[src/rtl/approx_add_scheduler_pkg.sv]
// ============================================================================
// Module   : approx_sched_pkg
// Brief    : Shared state encoding, width helpers and defaults for the
//            approximate-adder scheduler.
// Revision : 1.0 - initial release
// ============================================================================
`default_nettype none

package approx_sched_pkg;

    typedef enum logic [1:0] {
        ST_IDLE = 2'd0,
        ST_EXEC = 2'd1,
        ST_RESP = 2'd2
    } state_e;

    localparam int DEF_NREQ = 4;
    localparam int DEF_W    = 32;
    localparam int DEF_ERRW = 48;

    function automatic int sched_clog2(input int n);
        int r;
        r = 0;
        while ((1 << r) < n) r++;
        return r;
    endfunction

    // Requester IDs need at least one bit even for a degenerate single source
    function automatic int sched_idw(input int n);
        return (sched_clog2(n) < 1) ? 1 : sched_clog2(n);
    endfunction

endpackage

`default_nettype wire

[src/rtl/approx_add_scheduler_if.sv]
// ============================================================================
// Module   : approx_add_scheduler_if
// Brief    : Request, shared-adder and response bundle of the scheduler.
// Revision : 1.0 - initial release
// ============================================================================
`default_nettype none

interface approx_add_scheduler_if
    import approx_sched_pkg::*;
#(
    parameter int NREQ = DEF_NREQ,
    parameter int W    = DEF_W
) ();
    localparam int IDW = sched_idw(NREQ);

    logic [NREQ-1:0]   req_valid;
    logic [NREQ-1:0]   req_ready;
    logic [NREQ*W-1:0] req_a;
    logic [NREQ*W-1:0] req_b;
    logic [W-1:0]      add_a;
    logic [W-1:0]      add_b;
    logic [W:0]        add_sum;
    logic              rsp_valid;
    logic [IDW-1:0]    rsp_id;
    logic [W:0]        rsp_sum;
    logic              rsp_ready;
    logic              busy;

    modport master (
        output req_valid, req_a, req_b, add_sum, rsp_ready,
        input  req_ready, add_a, add_b, rsp_valid, rsp_id, rsp_sum, busy
    );

    modport slave (
        input  req_valid, req_a, req_b, add_sum, rsp_ready,
        output req_ready, add_a, add_b, rsp_valid, rsp_id, rsp_sum, busy
    );

endinterface

`default_nettype wire

[src/rtl/approx_add_scheduler_rr_arbiter.sv]
// ============================================================================
// Module   : rr_arbiter
// Brief    : Combinational round-robin pick: first request at or above ptr,
//            wrapping modulo NREQ.
// Revision : 1.0 - initial release
// ============================================================================
`default_nettype none

module rr_arbiter #(
    parameter int NREQ = 4,
    parameter int IDW  = 2
) (
    input  logic [NREQ-1:0] req_i,
    input  logic [IDW-1:0]  ptr_i,
    output logic [NREQ-1:0] gnt_o,
    output logic [IDW-1:0]  gnt_idx_o,
    output logic            gnt_any_o
);

    int   idx;
    logic found;

    always_comb begin
        gnt_o     = '0;
        gnt_idx_o = '0;
        found     = 1'b0;
        idx       = 0;
        for (int k = 0; k < NREQ; k++) begin
            idx = int'(ptr_i) + k;
            if (idx >= NREQ) idx = idx - NREQ;
            if (!found && req_i[idx]) begin
                found          = 1'b1;
                gnt_o[idx]     = 1'b1;
                gnt_idx_o      = IDW'(idx);
            end
        end
        gnt_any_o = found;
    end

endmodule

`default_nettype wire

[src/rtl/approx_add_scheduler.sv]
// ============================================================================
// Module   : approx_add_scheduler
// Brief    : Time-shares one external approximate adder among NREQ lanes;
//            optional error monitor under APPROX_ERR_MON_EN.
// Revision : 1.0 - initial release
// ============================================================================
`default_nettype none

module approx_add_scheduler
    import approx_sched_pkg::*;
#(
    parameter int NREQ = DEF_NREQ,
    parameter int W    = DEF_W
`ifdef APPROX_ERR_MON_EN
    ,
    parameter int ERRW = DEF_ERRW
`endif
) (
    input  logic                      clk,
    input  logic                      rst_n,
    approx_add_scheduler_if.slave     bus
`ifdef APPROX_ERR_MON_EN
    ,
    input  logic                      err_clr_i,
    output logic [W:0]                err_max_o,
    output logic [ERRW-1:0]           err_sum_o,
    output logic [31:0]               err_cnt_o
`endif
);

    localparam int IDW = sched_idw(NREQ);

    state_e          state_q, state_d;
    logic [IDW-1:0]  ptr_q, ptr_d;
    logic [IDW-1:0]  id_q;
    logic [W-1:0]    op_a_q, op_b_q;
    logic [W-1:0]    sel_a, sel_b;
    logic            rsp_valid_q;
    logic [IDW-1:0]  rsp_id_q;
    logic [W:0]      rsp_sum_q;

    logic [NREQ-1:0] gnt;
    logic [IDW-1:0]  gnt_idx;
    logic            gnt_any;
    logic            can_accept;
    logic            take;

    rr_arbiter #(
        .NREQ (NREQ),
        .IDW  (IDW)
    ) u_arb (
        .req_i     (bus.req_valid),
        .ptr_i     (ptr_q),
        .gnt_o     (gnt),
        .gnt_idx_o (gnt_idx),
        .gnt_any_o (gnt_any)
    );

    // RESP with rsp_ready behaves like IDLE so back-to-back ops cost 2 cycles
    always_comb begin
        state_d    = state_q;
        can_accept = 1'b0;
        case (state_q)
            ST_IDLE: begin
                can_accept = 1'b1;
                if (gnt_any) state_d = ST_EXEC;
            end
            ST_EXEC: state_d = ST_RESP;
            ST_RESP: begin
                if (bus.rsp_ready) begin
                    can_accept = 1'b1;
                    state_d    = gnt_any ? ST_EXEC : ST_IDLE;
                end
            end
            default: state_d = ST_IDLE;
        endcase
        take  = can_accept & gnt_any;
        ptr_d = ptr_q;
        if (take) ptr_d = (gnt_idx == IDW'(NREQ-1)) ? '0 : gnt_idx + 1'b1;
    end

    always_comb begin
        sel_a = '0;
        sel_b = '0;
        for (int i = 0; i < NREQ; i++) begin
            if (gnt[i]) begin
                sel_a = bus.req_a[i*W +: W];
                sel_b = bus.req_b[i*W +: W];
            end
        end
    end

    always_ff @(posedge clk or negedge rst_n) begin
        if (!rst_n) begin
            state_q     <= ST_IDLE;
            ptr_q       <= '0;
            id_q        <= '0;
            op_a_q      <= '0;
            op_b_q      <= '0;
            rsp_valid_q <= 1'b0;
            rsp_id_q    <= '0;
            rsp_sum_q   <= '0;
        end else begin
            state_q <= state_d;
            ptr_q   <= ptr_d;
            if (take) begin
                op_a_q <= sel_a;
                op_b_q <= sel_b;
                id_q   <= gnt_idx;
            end
            if (state_q == ST_EXEC) begin
                rsp_valid_q <= 1'b1;
                rsp_sum_q   <= bus.add_sum;
                rsp_id_q    <= id_q;
            end else if (state_q == ST_RESP && bus.rsp_ready) begin
                rsp_valid_q <= 1'b0;
            end
        end
    end

    assign bus.req_ready = (take && rst_n) ? gnt : '0;
    assign bus.add_a     = op_a_q;
    assign bus.add_b     = op_b_q;
    assign bus.rsp_valid = rsp_valid_q;
    assign bus.rsp_id    = rsp_id_q;
    assign bus.rsp_sum   = rsp_sum_q;
    assign bus.busy      = (state_q != ST_IDLE);

`ifdef APPROX_ERR_MON_EN
    localparam int SUMW = ERRW + 1;

    logic [W:0]      err_max_q;
    logic [ERRW-1:0] err_sum_q;
    logic [31:0]     err_cnt_q;
    logic [W:0]      exact;
    logic [W:0]      ae;
    logic [SUMW-1:0] sum_ext;

    always_comb begin
        exact   = {1'b0, op_a_q} + {1'b0, op_b_q};
        ae      = (exact >= bus.add_sum) ? (exact - bus.add_sum) : (bus.add_sum - exact);
        sum_ext = {1'b0, err_sum_q} + SUMW'(ae);
    end

    always_ff @(posedge clk or negedge rst_n) begin
        if (!rst_n) begin
            err_max_q <= '0;
            err_sum_q <= '0;
            err_cnt_q <= '0;
        end else if (err_clr_i) begin
            err_max_q <= '0;
            err_sum_q <= '0;
            err_cnt_q <= '0;
        end else if (state_q == ST_EXEC) begin
            if (ae > err_max_q) err_max_q <= ae;
            err_sum_q <= sum_ext[ERRW] ? '1 : sum_ext[ERRW-1:0];
            if (ae != '0 && err_cnt_q != '1) err_cnt_q <= err_cnt_q + 1'b1;
        end
    end

    assign err_max_o = err_max_q;
    assign err_sum_o = err_sum_q;
    assign err_cnt_o = err_cnt_q;
`endif

endmodule

`default_nettype wire

[src/flat_wrapper.sv]
// flat-port wrapper written by rule: the top's interface ports become plain ports
module approx_add_scheduler_flat import approx_sched_pkg::*;
#(
    parameter int NREQ = DEF_NREQ,
    parameter int W    = DEF_W

)
  (clk, rst_n, bus_req_valid, bus_req_a, bus_req_b, bus_add_sum, bus_rsp_ready, bus_req_ready, bus_add_a, bus_add_b, bus_rsp_valid, bus_rsp_id, bus_rsp_sum, bus_busy);
  approx_add_scheduler_if #(.NREQ(NREQ), .W(W)) bus_i ();
  input  logic clk;
  input  logic rst_n;
  input wire logic [$bits(bus_i.req_valid)-1:0] bus_req_valid;
  input wire logic [$bits(bus_i.req_a)-1:0] bus_req_a;
  input wire logic [$bits(bus_i.req_b)-1:0] bus_req_b;
  input wire logic [$bits(bus_i.add_sum)-1:0] bus_add_sum;
  input wire logic [$bits(bus_i.rsp_ready)-1:0] bus_rsp_ready;
  output wire logic [$bits(bus_i.req_ready)-1:0] bus_req_ready;
  output wire logic [$bits(bus_i.add_a)-1:0] bus_add_a;
  output wire logic [$bits(bus_i.add_b)-1:0] bus_add_b;
  output wire logic [$bits(bus_i.rsp_valid)-1:0] bus_rsp_valid;
  output wire logic [$bits(bus_i.rsp_id)-1:0] bus_rsp_id;
  output wire logic [$bits(bus_i.rsp_sum)-1:0] bus_rsp_sum;
  output wire logic [$bits(bus_i.busy)-1:0] bus_busy;
  assign bus_i.req_valid = bus_req_valid;
  assign bus_i.req_a = bus_req_a;
  assign bus_i.req_b = bus_req_b;
  assign bus_i.add_sum = bus_add_sum;
  assign bus_i.rsp_ready = bus_rsp_ready;
  assign bus_req_ready = bus_i.req_ready;
  assign bus_add_a = bus_i.add_a;
  assign bus_add_b = bus_i.add_b;
  assign bus_rsp_valid = bus_i.rsp_valid;
  assign bus_rsp_id = bus_i.rsp_id;
  assign bus_rsp_sum = bus_i.rsp_sum;
  assign bus_busy = bus_i.busy;
  approx_add_scheduler #(.NREQ(NREQ), .W(W)) u_core (.clk(clk), .rst_n(rst_n), .bus(bus_i));
endmodule
[config.mk]
export PLATFORM = sky130hd
export DESIGN_NAME = approx_add_scheduler_flat
export DESIGN_NICKNAME = d
export VERILOG_FILES = /design/src/rtl/approx_add_scheduler_pkg.sv /design/src/rtl/approx_add_scheduler_if.sv /design/src/rtl/approx_add_scheduler_rr_arbiter.sv /design/src/rtl/approx_add_scheduler.sv /design/src/flat_wrapper.sv
export SDC_FILE = /design/constraint.sdc
export NUM_CORES = 1
export LEC_CHECK = 0
export BUFFER_PORTS_ARGS = -buffer_cell sky130_fd_sc_hd__buf_2
export CAP_MARGIN = 0
export CORE_AREA = 2 2 154 156
export CTS_BUF_LIST = sky130_fd_sc_hd__clkbuf_4
export DETAILED_ROUTE_END_ITERATION = 8
export DIE_AREA = 0 0 156 158
export GPL_ROUTABILITY_DRIVEN = 0
export PLACE_DENSITY_LB_ADDON = 0.3
export SYNTH_ARGS = -nofsm -noshare
export SYNTH_HDL_FRONTEND = slang
export SYNTH_HIERARCHICAL = 1
export SYNTH_SLANG_ARGS = --single-unit
[constraint.sdc]
create_clock -name clk -period 4.4 [get_ports clk]
set_input_delay 0.22 -clock clk [delete_from_list [all_inputs] [get_ports clk]]
set_output_delay 0.22 -clock clk [all_outputs]
set_load 0.02 [all_outputs]
==> impl_metrics.py, run 1 <==
metrics = {
    "grt": {
        "grt_usage_pct": 19.8,
        "first_global_vias": 7298,
        "grt_overflow": 0,
        "grt_max_degree": 130,
        "grt_pass1_wl_microns": 38300,
        "antenna_found_initial": 5,
    },
    "setup_path": {
        "cp_slowest_cell": "dfrtp_1",
        "arrival_ns": 3.80,
        "cp_cell_sequence": "inv_1, ha_1, mux4_2, nor3_1, nand2b_1, nand2b_2, or2_4, clkinv_1, and3_1, buf_2",
        "cp-start-kind": "register",
        "crit_type": "reg -> out",
        "critPathRequiredTime_ns": 4.18,
        "cp-end-kind": "output port",
        "crit_fanout": 15,
        "cpPeakStageDelay_ns": 0.74,
    },
    "route": {
        "ant_nets": 0,
        "drt_iter0_drc": 365,
        "drc": 0,
        "avgRoutedWirePerCell_microns": 18.0,
        "vias": 7175,
        "routed_via_density": 5.11,
        "dr.pass1.iters": 4,
        "totalWireLength_microns": 25300,
    },
    "sta": {
        "maxSlewHeadroom_pct": 33.2,
        "fin_crit_sh_pct": 91.3,
        "fin_skew_ns": 0.0309,
        "finalSetupTns_ns": 0,
        "hold_slack_ns": 0.0508,
        "rsz0062_at_grt": "false",
        "hold_viol": 0,
        "tightest_slew_ns": 1.00,
        "fmax_ghz": 0.249,
        "slew_violations": 0,
        "fin_crit_ns": 4.02,
        "setup_viol": 0,
    },
    "synth": {
        "synth-compound-area-share_pct": 28.6,
        "syn_area_per_cell_sq_um": 10.1,
        "ys_warn_count": 6,
        "yosysSeqAreaShare_pct": 39.6,
        "syn-cell-area_sq_um": 6700,
        "synth_commonest_cells": "dfrtp_1, o21ai_0, o31ai_1",
        "synth-edff-count": 0,
        "netlist.area_leader.share_pct": 39.6,
        "synthFlopType": "dfrtp_1",
        "synthArstFlopShare_pct": 100,
        "synth_cell_types": 39,
        "synth.area.top_cells": "dfrtp_1, and3b_1, o31ai_1",
        "post_synth_mux_area_share_pct": 8.31,
        "synth_xor_area_share_pct": 0,
        "synth_nets": 967,
        "synthMostInstantiatedCell": "dfrtp_1",
        "ys_seq_elements": 106,
        "synth_top_family_by_area": "compound AO/OA/AOI/OAI gates",
        "synthAdderAreaFrac_pct": 1.68,
        "synth_cells": 662,
        "synth-simple-area-share_pct": 16.5,
        "yosys.area.top_type": "dfrtp_1",
    },
    "floorplan": {
        "die_y_microns": 158,
        "row_count": 56,
        "die_w_microns": 156,
        "ioPinCount": 401,
        "start_util_pct": 29.1,
        "core_sq_um": 23100,
        "die_area_sq_um": 24600,
    },
    "cts": {
        "cts_sinks": 106,
        "cts_tree": "done",
        "cts_buffers": 9,
        "cts_buffer_depth": 2,
        "clk_pin_slew_ns": 0.17,
        "insertion_delay_ns": 0.50,
        "post_cts.repair.setup_buffers": 0,
        "clock-root-buffer": "clkbuf_4",
        "cts_max_level": 3,
    },
    "worst_hold_path": {
        "hp-class": "in -> reg",
    },
    "layout": {
        "areaGrowthSynthToFinish_pct": 48.9,
        "multi_input_area_sq_um": 3730,
        "finish.instance_area_sq_um": 9980,
        "fillCellCount": 2268,
        "drive_above_1_share_pct": 42.9,
        "nNetsFinal": 1411,
        "ff_latch_area_sq_um": 2650,
    },
    "power": {
        "power_leakage_nw": 5.25,
        "ir_drop_uv": 587,
        "power_mw": 7.91,
        "p_per_area_nw_per_um2": 792,
    },
    "placement": {
        "post_dp_cell_area_sq_um": 8890,
        "io_buffers": 400,
        "dpl.hpwl_microns": 16600,
    },
    "flow_run": {
        "maxCapViolations": 0,
    },
    "status": {
        "status": "complete, no violations",
    },
}
placed cells by master (no fill, tap or decap), types with 2 or more instances in the layout:
cell type	count
a22oi_1	8
buf_4	6
nand2b_1	2
inv_1	6
o21ai_0	66
clkbuf_4	9
mux2i_1	2
a211oi_1	64
and3b_1	63
nor2_1	3
dfrtp_1	106
ha_1	9
diode_2	4
o31ai_1	65
mux4_1	2
clkinvlp_4	2
mux2_2	39
dlygate4sd3_1	93
nor2b_1	64
buf_2	399
buf_12	3
a21oi_1	3
a21o_1	64
inv_8	2
and3_1	4
o21ai_4	3
mux4_2	2
worst paths after layout:
path                                        startpoint                          endpoint  cells past startpoint  slack, ns
min reg2reg                 u_core/id_q[0]$_DFFE_PN0P_  u_core/bus.rsp_id[0]$_DFFE_PN0P_                      1       0.50
max                        u_core/ptr_q[0]$_DFFE_PN0P_                  bus_req_ready[0]                     10       0.38
max in group asynchronous                        rst_n  u_core/bus.add_b[13]$_DFFE_PN0P_                      3       2.83
min                                     bus_req_b[103]   u_core/bus.add_b[7]$_DFFE_PN0P_                      3       0.05
min in group asynchronous                        rst_n   u_core/bus.add_a[2]$_DFFE_PN0P_                      2       0.30
max reg2reg                u_core/ptr_q[0]$_DFFE_PN0P_  u_core/bus.add_a[25]$_DFFE_PN0P_                     10       0.43
cell families (layout without fill, tap and decap cells):
group / Yosys count / count (layout)
AO/OA/AOI/OAI: 278 / 278
AND/OR/NAND/NOR: 148 / 148
flip-flops: 106 / 106
buffers and inverters: 76 / 525
multiplexers: 45 / 45
adder cells (fa/ha/maj): 9 / 9
other: 0 / 4
final cells by class:
class                      instances  area share, %
antenna                            4          0.100
clock buffer                       9          0.677
clock inverter                     7          0.852
inverter                           7          0.263
multi-input combinational        480           37.4
sequential                       106           26.6
tap                              290           3.63
timing repair buffer             502           30.5
sequential cells by signal, summed over array words and instances (netlist names):
register              count
u_core/bus.rsp_valid      1
u_core/bus.rsp_sum       33
u_core/bus.rsp_id         2
u_core/ptr_q              2
u_core/bus.add_b         32
u_core/id_q               2
u_core/bus.add_a         32
u_core/state_q            2
critical path: cells and delay by family (launching register included):
| family | cells | cell delay [ns] |
|---|---|---|
| and+or+nand+nor | 5 | 1.08 |
| adders and majority gates | 1 | 0.39 |
| DFF | 1 | 0.74 |
| muxes | 1 | 0.44 |
| buffers and inverters | 3 | 0.67 |
where the power goes:
group	internal, mW	switching [mW]	total [mW]
clock network	0.184	0.385	0.569
registers	1.47	0.260	1.73
logic	2.37	3.24	5.61
per-stage QoR:
stage | utilization (%) | setup WS [ns] | cells
final | 43.3 | 0.382 | 1405
after floorplan | - | 1.35 | 662
after global placement | 38.5 | 0.621 | 1292
after global routing | 43.3 | 0.0438 | 1404
after detailed placement | 38.5 | 0.487 | 1292
after CTS | 43.2 | 0.181 | 1401
timing repair:
| item | in CTS | in global routing |
|---|---|---|
| hold buffers | 93 | 0 |
| resized for setup | 0 | 1 |
| hold endpoints to repair | 140 | 0 |
| endpoints found under the setup margin | 0 | 1 |
routing by layer:
layer | GRT usage (%) | routed length, microns | share of wire (%)
met5 | 0 | 0 | 0
met4 | 7.82 | 681 | 2.7
met1 | 22.9 | 10400 | 41
met3 | 4.87 | 1780 | 7.0
met2 | 35.1 | 12400 | 49
Power figures use the tool's default switching activity.
==> inputs of run 2 (changes only) <==
==> constraint.sdc (replaced) <==
create_clock -name clk -period 4.4 [get_ports clk]
set_input_delay 0.88 -clock clk [delete_from_list [all_inputs] [get_ports clk]]
set_output_delay 0.88 -clock clk [all_outputs]
set_load 0.02 [all_outputs]
==> impl_metrics.py, run 2 (synthesis gave the netlist of run 1 again) <==
metrics = {
    "sta": {
        "fmax_ghz": 0.246,
        "timing.final.ws_setup_ns": 0.343,
        "fin_crit_sh_pct": 92.2,
        "setup_viol": 0,
        "hold_viol": 0,
        "slew_violations": 0,
        "maxSlewHeadroom_pct": 32.9,
        "tightest_slew_ns": 1.00,
        "rsz0062_at_grt": "false",
        "hold_slack_ns": 0.382,
        "finalSetupTns_ns": 0,
        "fin_crit_ns": 4.06,
        "fin_skew_ns": 0.0190,
    },
    "route": {
        "vias": 6776,
        "totalWireLength_microns": 24000,
        "avgRoutedWirePerCell_microns": 18.2,
        "drt_iter0_drc": 280,
        "drc": 0,
        "routed_via_density": 5.13,
        "dr.pass1.iters": 4,
        "ant_nets": 0,
    },
    "setup_path": {
        "crit_buf_inv": 3,
        "cp-end-kind": "output port",
        "crit_fanout": 10,
        "critPathRequiredTime_ns": 3.52,
        "cp_slowest_cell": "dfrtp_2",
        "cp_cell_sequence": "inv_1, ha_1, mux4_2, nor3_1, nand2b_1, nand2b_2, or2_4, clkinv_1, and3_1, buf_2",
        "reg2reg_slack_ns": 0.85,
        "cp-start-kind": "register",
        "cpPeakStageDelay_ns": 0.48,
        "critical_path.top_delay_family": "simple AND/OR/NAND/NOR gates",
        "reg2reg_to": "u_core/bus.add_a[5]$_DFFE_PN0P_",
        "arrival_ns": 3.18,
        "r2r_start": "u_core/ptr_q[1]$_DFFE_PN0P_",
        "ff2ff_path_depth": 11,
        "crit_type": "reg -> out",
    },
    "layout": {
        "largest_reg_flops": 33,
        "nNetsFinal": 1325,
        "multi_input_area_sq_um": 3730,
        "ff_latch_area_sq_um": 2650,
        "fillCellCount": 2344,
        "final_common_cell": "buf_2",
        "layout_common_cells": "buf_2, dfrtp_1, o21ai_0, o31ai_1",
        "drive_above_1_share_pct": 47.3,
        "areaGrowthSynthToFinish_pct": 35.4,
    },
    "worst_hold_path": {
        "hp-class": "in -> async",
    },
    "cts": {
        "clk_pin_slew_ns": 0.19,
        "cts_buffer_depth": 2,
        "cts_max_level": 3,
        "insertion_delay_ns": 0.50,
        "cts_tree": "done",
        "clock-root-buffer": "clkbuf_4",
        "cts_buffers": 9,
        "cts_sinks": 106,
    },
    "floorplan": {
        "row_count": 56,
        "die_y_microns": 158,
        "ioPinCount": 401,
        "die_w_microns": 156,
        "start_util_pct": 29.1,
        "die_area_sq_um": 24600,
        "core_sq_um": 23100,
    },
    "grt": {
        "grt_usage_pct": 18.7,
        "antenna_found_initial": 6,
        "grt_max_degree": 129,
        "grt_overflow": 0,
        "grt_pass1_wl_microns": 35900,
        "first_global_vias": 6536,
    },
    "status": {
        "status": "complete, no violations",
    },
    "power": {
        "ir_drop_uv": 487,
        "power_leakage_nw": 4.89,
        "power_mw": 7.82,
        "p_per_area_nw_per_um2": 862,
    },
    "placement": {
        "dpl.hpwl_microns": 17200,
        "io_buffers": 400,
        "place_ws_ns": 0.538,
    },
    "flow_run": {
        "maxCapViolations": 0,
    },
}
[run 2: changes by cell type in the layout (fill, tap and decap cells not counted), sizes merged]
cell | previous run | this run
dlygate4sd3 | 93 | 0
buf | 409 | 416
diode | 4 | 5
[run 2: worst max-delay path by stage]
| stage | startpoint | depth (start not counted) | endpoint |
|---|---|---|---|
| 2_1_floorplan | bus_req_valid[2] | 8 | bus_req_ready[2] |
| 3_3_place_gp | bus_req_valid[3] | 9 | bus_req_ready[0] |
| 3_5_place_dp | bus_req_valid[3] | 10 | u_core/bus.add_a[5]$_DFFE_PN0P_ |
| 4_1_cts | u_core/ptr_q[1]$_DFFE_PN0P_ | 10 | bus_req_ready[2] |
| 5_1_grt | u_core/ptr_q[1]$_DFFE_PN0P_ | 10 | bus_req_ready[2] |
| 6_report | u_core/ptr_q[1]$_DFFE_PN0P_ | 10 | bus_req_ready[2] |
[run 2: cell type report]
cell class / count / area share [%]
inverter: 7 / 0.289
clock inverter: 7 / 0.937
tap: 290 / 4.00
timing repair buffer: 416 / 23.5
sequential: 106 / 29.2
antenna: 5 / 0.138
clock buffer: 9 / 0.744
multi-input combinational: 480 / 41.1
[run 2: repair_timing]
| action | in CTS | in global routing |
|---|---|---|
| resized for setup | 0 | 1 |
| hold buffers | 0 | 0 |
| endpoints found under the setup margin | 0 | 4 |
| buffers inserted | 0 | 3 |
[run 2: power breakdown]
part | internal [mW] | switching (mW)
logic | 2.32 | 3.23
registers | 1.47 | 0.235
clock network | 0.184 | 0.380
[run 2: metal layers]
metal  wire, microns  up-vias  global-route usage, %
li1                -     3218                      -
met1            9830     3202                   22.7
met2           11500      311                   31.4
met3            1860       45                   4.65
met4             759        0                   8.52
met5               0        -                      0
[run 2: per-stage QoR]
step	instance area, sq um	cells	util [%]
6_report	9080	1320	39.4
5_1_grt	9080	1319	39.4
4_1_cts	9040	1312	39.2
3_5_place_dp	8890	1296	38.6
3_3_place_gp	8890	1296	38.6
2_1_floorplan	6700	662	-
==> inputs of run 3 (changes only) <==
CORE_AREA = unset   (was 2 2 154 156)
CORE_ASPECT_RATIO = 0.5   (was unset)
CORE_MARGIN = 2   (was unset)
CORE_UTILIZATION = 40   (was unset)
DIE_AREA = unset   (was 0 0 156 158)
SYNTH_HIERARCHICAL = unset   (was 1)
==> impl_metrics.py, run 3 <==
metrics = {
    "grt": {
        "grt_usage_pct": 23.6,
        "grt_overflow": 0,
        "grt_max_degree": 73,
        "antenna_found_initial": 0,
        "first_global_vias": 7226,
        "grt_pass1_wl_microns": 36600,
    },
    "synth": {
        "synth_cell_types": 46,
        "synth_commonest_cells": "inv_1, nand2_1, dfrtp_1",
        "synthFlopType": "dfrtp_1",
        "ys_warn_count": 0,
        "synth.area.top_cells": "dfrtp_1, o221ai_2, a31o_1",
        "synthMostInstantiatedCell": "inv_1",
        "yosys.area.top_type": "dfrtp_1",
        "ys_seq_elements": 106,
        "syn_area_per_cell_sq_um": 9.25,
        "netlist.area_leader.share_pct": 36.0,
        "synth-edff-count": 0,
        "synthArstFlopShare_pct": 100,
        "yosysSeqAreaShare_pct": 36.0,
        "syn-cell-area_sq_um": 7380,
        "synth_cells": 797,
        "synth_nets": 1099,
    },
    "cts": {
        "insertion_delay_ns": 0.46,
        "cts_max_level": 3,
        "cts_tree": "done",
        "hold_buffers": 0,
        "cts_buffers": 9,
        "cts_sinks": 106,
        "clock-root-buffer": "clkbuf_4",
        "clk_pin_slew_ns": 0.17,
        "post_cts.repair.setup_buffers": 0,
        "cts_resized": 0,
        "cts_buffer_depth": 2,
    },
    "setup_path": {
        "crit_type": "reg -> out",
        "critPathRequiredTime_ns": 3.52,
        "arrival_ns": 3.25,
        "cp-start-kind": "register",
        "reg2reg_to": "u_core.bus.add_b[8]$_DFFE_PN0N_",
        "cp-end-kind": "output port",
        "cp_slowest_cell": "dfrtp_1",
        "ff2ff_path_depth": 9,
        "crit_fanout": 17,
        "cp_cell_sequence": "inv_1, ha_1, mux4_2, nand3b_1, a21oi_1, a221oi_4, nor2_1, buf_2",
        "reg2reg_slack_ns": 0.80,
        "cpPeakStageDelay_ns": 0.80,
    },
    "placement": {
        "dpl.hpwl_microns": 16500,
        "io_buffers": 400,
        "place_ws_ns": 0.796,
        "post_dp_cell_area_sq_um": 9410,
    },
    "layout": {
        "ff_latch_area_sq_um": 2650,
        "fillCellCount": 1745,
        "nNetsFinal": 1460,
        "final_common_cell": "buf_2",
        "drive_above_1_share_pct": 46.4,
        "finish.instance_area_sq_um": 9530,
        "layout_common_cells": "buf_2, inv_1, nand2_1, dfrtp_1, o21ai_0",
        "largest_reg_flops": 33,
        "areaGrowthSynthToFinish_pct": 29.2,
        "multi_input_area_sq_um": 3820,
        "fin_util_pct": 52.3,
        "diodes": 0,
    },
    "sta": {
        "timing.final.ws_setup_ns": 0.268,
        "tightest_slew_ns": 0.954,
        "fmax_ghz": 0.242,
        "fin_crit_ns": 4.13,
        "hold_viol": 0,
        "fin_crit_sh_pct": 93.9,
        "finalSetupTns_ns": 0,
        "maxSlewHeadroom_pct": 36.4,
        "fin_skew_ns": 0.0123,
        "rsz0062_at_grt": "false",
        "setup_viol": 0,
        "slew_violations": 0,
    },
    "floorplan": {
        "start_util_pct": 40.5,
        "die_y_microns": 100,
        "die_area_sq_um": 19600,
        "ioPinCount": 401,
        "core_sq_um": 18200,
        "row_count": 35,
        "die_w_microns": 196,
    },
    "route": {
        "dr.pass1.iters": 5,
        "ant_nets": 0,
        "drc": 0,
        "drt_iter0_drc": 377,
        "vias": 7218,
        "routed_via_density": 5.15,
        "avgRoutedWirePerCell_microns": 17.0,
        "totalWireLength_microns": 23800,
    },
    "power": {
        "p_per_area_nw_per_um2": 853,
        "ir_drop_uv": 523,
        "power_leakage_nw": 4.93,
    },
    "worst_hold_path": {
        "hp-class": "in -> async",
    },
    "flow_run": {
        "maxCapViolations": 0,
    },
    "status": {
        "status": "complete, no violations",
    },
}
run 3: cell types whose count changed after synthesis, moves of 61 or more:
cell      previous run  this run
a211oi_1            64         0
o31ai_1             65         0
a31o_1               0        61
nand2_1              1       133
and3b_1             63         1
inv_1                6       134
run 3: how the worst max path moves through the flow:
stage | start | to | slack, ns | cells past startpoint
finish | register | bus_req_ready[3] | 0.27 | 8
global route | register | bus_req_ready[3] | 0.008 | 8
CTS | register | bus_req_ready[3] | 0.21 | 8
detailed placement | register | bus_req_ready[3] | 0.80 | 8
global placement | register | bus_req_ready[3] | 0.90 | 8
floorplan | register | bus_req_ready[3] | 0.99 | 10
run 3: through the flow:
step | instances | power (mW) | hold slack, ns
after detailed placement | 1387 | 7.71 | 0.464
after CTS | 1402 | 8.21 | 0.327
after global routing | 1402 | 8.75 | 0.331
final | 1402 | 8.13 | 0.373
after global placement | 1387 | 7.59 | 0.461
after floorplan | 797 | 6.37 | 0.444
run 3: area by class of cell:
class | count | share of cell area [%]
Tap cell | 240 | 3.15
Sequential cell | 106 | 27.8
Inverter | 134 | 5.28
Clock buffer | 9 | 0.709
Clock inverter | 6 | 0.525
Multi-Input combinational cell | 498 | 40.1
Timing Repair Buffer | 409 | 22.4
run 3: cell families (layout without fill, tap and decap cells):
logic type | count (synthesis) | count (layout) | synth area share, %
compound gates | 223 | 223 | 28.0
xor+xnor | 1 | 1 | 0.119
fa+ha+maj | 6 | 6 | 1.02
buf+inv | 193 | 558 | 12.6
flops | 106 | 106 | 36.0
mux | 42 | 42 | 6.99
simple gates | 226 | 226 | 15.3
run 3: worst max-delay path, delay by kind of cell, from the launching register on:
kind | cells | cell delay (ns)
buffers and inverters | 2 | 0.37
AO/OA/AOI/OAI | 2 | 0.45
AND/OR/NAND/NOR | 2 | 0.31
adder cells (fa/ha/maj) | 1 | 0.44
flip-flops | 1 | 0.80
multiplexers | 1 | 0.42
run 3: power by group:
group | internal, mW | leakage (nW) | total [mW] | switching [mW]
Combinational | 2.37 | 3.58 | 5.88 | 3.51
Sequential | 1.49 | 1.29 | 1.78 | 0.289
Clock | 0.121 | 0.0594 | 0.473 | 0.352
Total | 3.98 | 4.93 | 8.13 | 4.15
run 3: routing by layer:
metal	part of all wire (%)	vias to the layer above	wire (microns)	global-route usage (%)
li1	-	3436	-	-
met3	6.1	39	1450	5.34
met2	49	268	11600	40.0
met4	1.9	0	442	7.63
met5	0	-	0	0
met1	43	3475	10300	30.3
